**config.mk**
```make
export PLATFORM = sky130hd
export DESIGN_NAME = dig_out_capture_flat
export DESIGN_NICKNAME = d
export VERILOG_FILES = /design/src/rtl/dig_out_capture_if.sv /design/src/rtl/dig_out_capture.sv /design/src/flat_wrapper.sv
export SDC_FILE = /design/constraint.sdc
export NUM_CORES = 2
export LEC_CHECK = 0
export CAP_MARGIN = 40
export CORE_ASPECT_RATIO = 1.25
export CORE_MARGIN = 2
export CORE_UTILIZATION = 56
export DETAILED_ROUTE_END_ITERATION = 8
export HOLD_SLACK_MARGIN = 0.03
export PLACE_DENSITY_LB_ADDON = 0.3
export SLEW_MARGIN = 15
export SYNTH_ARGS = -nofsm -noshare
export SYNTH_HDL_FRONTEND = slang
export SYNTH_SLANG_ARGS = --single-unit
```
**constraint.sdc**
```tcl
create_clock -name CLK -period 4.8 [get_ports CLK]
set_input_delay 0.48 -clock CLK [delete_from_list [all_inputs] [get_ports CLK]]
set_output_delay 0.48 -clock CLK [all_outputs]
set_load 0.01 [all_outputs]
```
**src/rtl/dig_out_capture_if.sv**
```systemverilog
// Capture-side bus: the result stream and its strobe, the arm/trigger controls,
// the readout handshake and status.
interface dig_out_capture_if #(
  parameter int BW = 6,
  parameter int AW = 6
);
  localparam int DW = BW + 15;

  logic                 OUT_CLK;
  logic signed [DW-1:0] OUT;
  logic                 ARM;
  logic                 TRIG_MODE;
  logic signed [DW-1:0] THRESH;
  logic                 RD_REQ;
  logic signed [DW-1:0] RD_DATA;
  logic                 RD_VALID;
  logic                 BUSY;
  logic                 DONE;
  logic                 OVERRUN;
  logic [AW:0]          SAMPLE_CNT;

  // Test equipment side: drives the stream and the controls.
  modport master (
    output OUT_CLK, OUT, ARM, TRIG_MODE, THRESH, RD_REQ,
    input  RD_DATA, RD_VALID, BUSY, DONE, OVERRUN, SAMPLE_CNT
  );

  // Capture block side.
  modport slave (
    input  OUT_CLK, OUT, ARM, TRIG_MODE, THRESH, RD_REQ,
    output RD_DATA, RD_VALID, BUSY, DONE, OVERRUN, SAMPLE_CNT
  );
endinterface

```
**src/rtl/dig_out_capture.sv**
```systemverilog
// Oversampled capture of the signed result stream into a 2^AW buffer with
// arm/trigger control and a request/valid readout port.
module dig_out_capture #(
  parameter int BW          = 6,
  parameter int AW          = 6,
  parameter int SYNC_STAGES = 2
) (
  input  logic               CLK,
  input  logic               RES,
  dig_out_capture_if.slave   bus
);
  localparam int DW    = BW + 15;
  localparam int DEPTH = 1 << AW;
  localparam logic [AW:0]   CNT_LAST = (AW+1)'(DEPTH - 1);
  localparam logic [AW-1:0] PTR_LAST = '1;

  typedef enum logic [1:0] {
    S_IDLE    = 2'd0,
    S_ARMED   = 2'd1,
    S_CAPTURE = 2'd2,
    S_FULL    = 2'd3
  } state_t;

  state_t state_q, state_d;

  logic [SYNC_STAGES-1:0] sync_p0;
  logic                   hist_p1;
  logic                   stb;
  logic signed [DW-1:0]   smp_p2;
  logic                   vld_p2;
  logic                   trig_hit;

  logic                   clr;
  logic                   wr_en;
  logic                   rd_en;
  logic                   set_ovr;
  logic                   busy;
  logic                   done;

  logic [AW:0]            cnt_q;
  logic [AW-1:0]          wr_ptr_q;
  logic [AW-1:0]          rd_ptr_q;
  logic                   ovr_q;
  logic signed [DW-1:0]   rd_data_q;
  logic                   rd_vld_q;

  logic signed [DW-1:0]   mem [DEPTH];

  // ---- stage p0/p1: OUT_CLK synchronizer and edge history
  always_ff @(posedge CLK or posedge RES) begin
    if (RES) begin
      sync_p0 <= '0;
      hist_p1 <= 1'b0;
    end else begin
      sync_p0 <= {sync_p0[SYNC_STAGES-2:0], bus.OUT_CLK};
      hist_p1 <= sync_p0[SYNC_STAGES-1];
    end
  end

  // Falling edge: OUT was launched on the rise and is settled by now.
  assign stb = hist_p1 & ~sync_p0[SYNC_STAGES-1];

  // ---- stage p2: sampled word and its valid
  always_ff @(posedge CLK) begin
    if (stb) smp_p2 <= bus.OUT;
  end

  always_ff @(posedge CLK or posedge RES) begin
    if (RES) vld_p2 <= 1'b0;
    else     vld_p2 <= stb;
  end

  assign trig_hit = !bus.TRIG_MODE || (smp_p2 >= bus.THRESH);

  // ---- control FSM
  always_ff @(posedge CLK or posedge RES) begin
    if (RES) state_q <= S_IDLE;
    else     state_q <= state_d;
  end

  always_comb begin
    state_d = state_q;
    case (state_q)
      S_IDLE:    if (bus.ARM) state_d = S_ARMED;
      S_ARMED: begin
        if (!bus.ARM)                state_d = S_IDLE;
        else if (vld_p2 && trig_hit) state_d = S_CAPTURE;
      end
      S_CAPTURE: begin
        if (!bus.ARM)                          state_d = S_IDLE;
        else if (vld_p2 && cnt_q == CNT_LAST) state_d = S_FULL;
      end
      S_FULL:    if (bus.RD_REQ && rd_ptr_q == PTR_LAST) state_d = S_IDLE;
      default:   state_d = S_IDLE;
    endcase
  end

  // An abort (ARM low) always beats a concurrent sample.
  always_comb begin
    clr     = 1'b0;
    wr_en   = 1'b0;
    rd_en   = 1'b0;
    set_ovr = 1'b0;
    busy    = 1'b0;
    done    = 1'b0;
    case (state_q)
      S_IDLE:    clr = bus.ARM;
      S_ARMED: begin
        busy  = 1'b1;
        wr_en = bus.ARM && vld_p2 && trig_hit;
      end
      S_CAPTURE: begin
        busy  = 1'b1;
        wr_en = bus.ARM && vld_p2;
      end
      S_FULL: begin
        done    = 1'b1;
        rd_en   = bus.RD_REQ;
        set_ovr = vld_p2;
      end
      default: ;
    endcase
  end

  // ---- write side: pointer, count, overrun
  always_ff @(posedge CLK or posedge RES) begin
    if (RES) begin
      cnt_q    <= '0;
      wr_ptr_q <= '0;
      ovr_q    <= 1'b0;
    end else if (clr) begin
      cnt_q    <= '0;
      wr_ptr_q <= '0;
      ovr_q    <= 1'b0;
    end else begin
      if (wr_en) begin
        wr_ptr_q <= wr_ptr_q + 1'b1;
        cnt_q    <= cnt_q + 1'b1;
      end
      if (set_ovr) ovr_q <= 1'b1;
    end
  end

  always_ff @(posedge CLK) begin
    if (wr_en) mem[wr_ptr_q] <= smp_p2;
  end

  // ---- read side: one registered word per request, pointer wraps after the last
  always_ff @(posedge CLK or posedge RES) begin
    if (RES) begin
      rd_ptr_q  <= '0;
      rd_data_q <= '0;
      rd_vld_q  <= 1'b0;
    end else begin
      rd_vld_q <= rd_en;
      if (rd_en) begin
        rd_data_q <= mem[rd_ptr_q];
        rd_ptr_q  <= rd_ptr_q + 1'b1;
      end
    end
  end

  assign bus.RD_DATA    = rd_data_q;
  assign bus.RD_VALID   = rd_vld_q;
  assign bus.BUSY       = busy;
  assign bus.DONE       = done;
  assign bus.OVERRUN    = ovr_q;
  assign bus.SAMPLE_CNT = cnt_q;

endmodule

```
**src/flat_wrapper.sv**
```systemverilog
// flat-port wrapper written by rule: the top's interface ports become plain ports
module dig_out_capture_flat 
#(
  parameter int BW          = 6,
  parameter int AW          = 6,
  parameter int SYNC_STAGES = 2
)
  (CLK, RES, bus_OUT_CLK, bus_OUT, bus_ARM, bus_TRIG_MODE, bus_THRESH, bus_RD_REQ, bus_RD_DATA, bus_RD_VALID, bus_BUSY, bus_DONE, bus_OVERRUN, bus_SAMPLE_CNT);
  dig_out_capture_if #(.BW(BW), .AW(AW)) bus_i ();
  input  logic CLK;
  input  logic RES;
  input wire logic [$bits(bus_i.OUT_CLK)-1:0] bus_OUT_CLK;
  input wire logic [$bits(bus_i.OUT)-1:0] bus_OUT;
  input wire logic [$bits(bus_i.ARM)-1:0] bus_ARM;
  input wire logic [$bits(bus_i.TRIG_MODE)-1:0] bus_TRIG_MODE;
  input wire logic [$bits(bus_i.THRESH)-1:0] bus_THRESH;
  input wire logic [$bits(bus_i.RD_REQ)-1:0] bus_RD_REQ;
  output wire logic [$bits(bus_i.RD_DATA)-1:0] bus_RD_DATA;
  output wire logic [$bits(bus_i.RD_VALID)-1:0] bus_RD_VALID;
  output wire logic [$bits(bus_i.BUSY)-1:0] bus_BUSY;
  output wire logic [$bits(bus_i.DONE)-1:0] bus_DONE;
  output wire logic [$bits(bus_i.OVERRUN)-1:0] bus_OVERRUN;
  output wire logic [$bits(bus_i.SAMPLE_CNT)-1:0] bus_SAMPLE_CNT;
  assign bus_i.OUT_CLK = bus_OUT_CLK;
  assign bus_i.OUT = bus_OUT;
  assign bus_i.ARM = bus_ARM;
  assign bus_i.TRIG_MODE = bus_TRIG_MODE;
  assign bus_i.THRESH = bus_THRESH;
  assign bus_i.RD_REQ = bus_RD_REQ;
  assign bus_RD_DATA = bus_i.RD_DATA;
  assign bus_RD_VALID = bus_i.RD_VALID;
  assign bus_BUSY = bus_i.BUSY;
  assign bus_DONE = bus_i.DONE;
  assign bus_OVERRUN = bus_i.OVERRUN;
  assign bus_SAMPLE_CNT = bus_i.SAMPLE_CNT;
  dig_out_capture #(.BW(BW), .AW(AW), .SYNC_STAGES(SYNC_STAGES)) u_core (.CLK(CLK), .RES(RES), .bus(bus_i));
endmodule
```
==> metrics <==
TritonCTS clock tree built; Total Wirelength approximately 130 mm; CP delay by family, top compound AO/OA/AOI/OAI gates; max-cap violation count 0; Worst Path Buf+Inv 2; final core utilization roughly 65%; cell mode on critical path buf_4; worst path required time just over 5 ns; setup ws final ~0.59 ns; DR WL/cell between 30 and 40 um; detailed placement HPWL about 73 mm; DP Worst Slack around 0.19 ns; status finished, final reports clean; WP depth 10; vias in the first global route approximately 26000; placement row count 127; worst-path cell chain ha_1 > a21oi_1 > o21ai_0 > a221o_1 > a2111oi_2 > mux2_2 > or4_1 > buf_4 > nor2_2 > buf_4; setup_tns 0 ns; Via Count ~25000; fmax about 240 MHz; Avg Cell Area, Syn 24.1 sq um; max-slew violations 0; crit path max fanout 21; Initial DRT Pass Iterations 5; top-area cell type share of the netlist area 75.3%; endpoint class of the critical path flop; Slew headroom ~42%; initial antenna violation count 6; CP startpoint kind flop; power density cells roughly 500 nW/um^2; Top FF cell, synth edfxtp_1; sequential element share of the synthesized area 77.5%; syn nets around 2300; Worst VDD drop between 0.4 and 0.5 mV; total grt overflow 0; vias per cell about 6.5; remaining antenna violation count 0; Least-Margin Pin Slew 0.869 ns; CP Data Arrival Time ~4.6 ns; Layout Cells excl Fill 3870; EDFF count, synth 1365; Die X about 280 um; unrepaired setup endpoints after global routing false; Slowest Stage Delay on Critical Path around 0.73 ns; first-pass GRT wire length 184 mm; Final setup viols 0; Reg clk slew, reported paths ~0.070 ns; fin crit period approximately 4.2 ns; # hold bufs at CTS 0; cell taking the most area after synthesis edfxtp_1; yosys synthesis warning count 0; Initial DRC Count approximately 2800; cell count of the worst reg-to-reg path 10; Area Growth Syn to Fin 13.9%; port bufs 79; Leak 19.3 nW; core box area around 96000 sq um; All-Layer GR Usage roughly a quarter; Async SR Flop Fraction 3.40%; Die Ht 353 um; CTS Buffer Depth 3; Clock Sinks 1413; DP Cell Count roughly 3600; io pins 80; FF-to-FF setup slack roughly 0.6 ns; Remaining DRCs 0; CP Class flop to flop; r2r endpoint u_core.mem[59][12]; Placer Congestion approximately 0.87; total CTS buffers 121; slowest stage cell on the critical path a2111oi_2; setup bufs post-CTS 0; Initial Utilization about 57%; pin count of the biggest net entering global routing about 70; Hold Crit Class input pin to async pin; Mapped Cells ~2300; clk root buf clkbuf_16; post-synth cell types 45; fin nets roughly 2600; top post-synthesis cells by area edfxtp_1, mux4_2, dfrtp_1, ha_1, nor2_1; # H-tree levels 3; post-cts resize count 0; #FFs+latches synth 1413; Die Footprint 99800 sq um; final worst path period share a little under 90%; Fin. Hold Viols 0; ratio of cells with drive above 1 in the final layout 33.2%; Clock Skews around 0.021 ns; reg2reg start u_core.smp_p2[8]; worst-skew pair later-pin latency roughly 0.70 ns; Syn Std Cell Area 54500 sq um
==> placed cells by master, fill, tap and decap left out, types with 13 or more instances in the layout <==
cell             netlist  layout
buf_4                  3      94
edfxtp_1            1365    1365
mux2_2                24      24
clkbuf_1              62      16
ha_1                  29      29
clkinv_1               1      27
o21ai_0               13      13
nand2_1               22      22
clkdlybuf4s50_1        0      79
clkinv_2               0      30
inv_1                 27      26
dfrtp_1               48      44
bufinv_16              0      15
a21oi_1               20      20
nor2_2                 0      64
clkbuf_16              0     123
buf_12                 0      37
mux4_2               441     441
==> cell type report <==
class / instances / area [sq um]
Clock inverter: 82 / 788
Sequential cell: 1413 / 42200
Multi-Input combinational cell: 700 / 11800
Clock buffer: 142 / 3180
Antenna cell: 2 / 5.00
Inverter: 28 / 105
Timing Repair Buffer: 213 / 2310
Tap cell: 1290 / 1610
Fill cell: 5970 / 34100
==> worst max-delay path by stage <==
| stage | start | to |
|---|---|---|
| CTS | u_core.smp_p2[8] | u_core.mem[59][1] |
| global placement | bus_THRESH[8] | u_core.mem[59][16] |
| floorplan | u_core.smp_p2[8] | u_core.mem[59][0] |
| finish | u_core.smp_p2[8] | u_core.mem[59][12] |
| detailed placement | bus_THRESH[6] | u_core.mem[59][16] |
| global route | u_core.smp_p2[8] | u_core.mem[59][2] |
==> cells by family after synthesis <==
kind of cell	share of synthesized area [%]
flip-flops	77.5
XOR/XNOR	0.0804
AND/OR/NAND/NOR	1.34
adder cells (fa/ha/maj)	0.666
AO/OA/AOI/OAI	0.510
buffers and inverters	1.14
multiplexers	18.8
==> state kept, by name (all words and copies together), names as in the netlist <==
signal	count
u_core.state_q	2
u_core.bus.SAMPLE_CNT	7
u_core.vld_p2	1
u_core.wr_ptr_q	6
u_core.bus.RD_DATA	21
u_core.smp_p2	21
u_core.rd_ptr_q	6
u_core.mem	1344
u_core.bus.RD_VALID	1
u_core.sync_p0	2
u_core.bus.OVERRUN	1
u_core.hist_p1	1
==> through the flow <==
stage / cell area [sq um] / hold WS [ns] / power [mW]
finish: 62000 / 0.0861 / 31.1
global placement: 58000 / 0.346 / 21.5
global route: 62000 / 0.115 / 32.0
floorplan: 54500 / 0.331 / 19.0
detailed placement: 58000 / 0.370 / 21.6
CTS: 62000 / 0.0592 / 31.3
==> where the power goes <==
part	total [mW]	internal (mW)	switching [mW]	leakage (nW)
sequential	13.9	13.6	0.278	12.9
clock	9.80	5.52	4.28	1.95
combinational	7.44	3.76	3.68	4.49
==> cells in the mapped netlist (3+ instances only) <==
cell type  number
edfxtp_1     1365
mux4_2        441
nor2_1         74
clkbuf_1       62
dfrtp_1        48
buf_2          32
ha_1           29
inv_1          27
mux2_2         24
nand2_1        22
a21oi_1        20
buf_1          15
o21ai_0        13
nand4_1        10
or3_1           9
nand3_1         8
and3_1          4
buf_6           4
nor2b_1         4
xnor2_1         4
a21o_1          3
and4_1          3
buf_4           3
mux2i_1         3
nand4b_1        3
or4_1           3
==> routing by layer <==
layer  wire length, um  global-route usage (%)  up-vias
met5                27                       0        -
met4              4360                    8.74        4
met3             10600                    4.13      228
met2             66200                    44.2     1413
met1             45900                    34.2    13500
li1                  -                       -    10100
==> worst reg2reg max path: stages, from the launching register on <==
cell,delay [ns]
edfxtp_1,0.53
ha_1,0.38
a21oi_1,0.17
o21ai_0,0.11
a221o_1,0.36
a2111oi_2,0.73
mux2_2,0.44
or4_1,0.50
buf_4,0.22
nor2_2,0.11
buf_4,0.32
No activity file was read; power rests on OpenSTA's default activity.
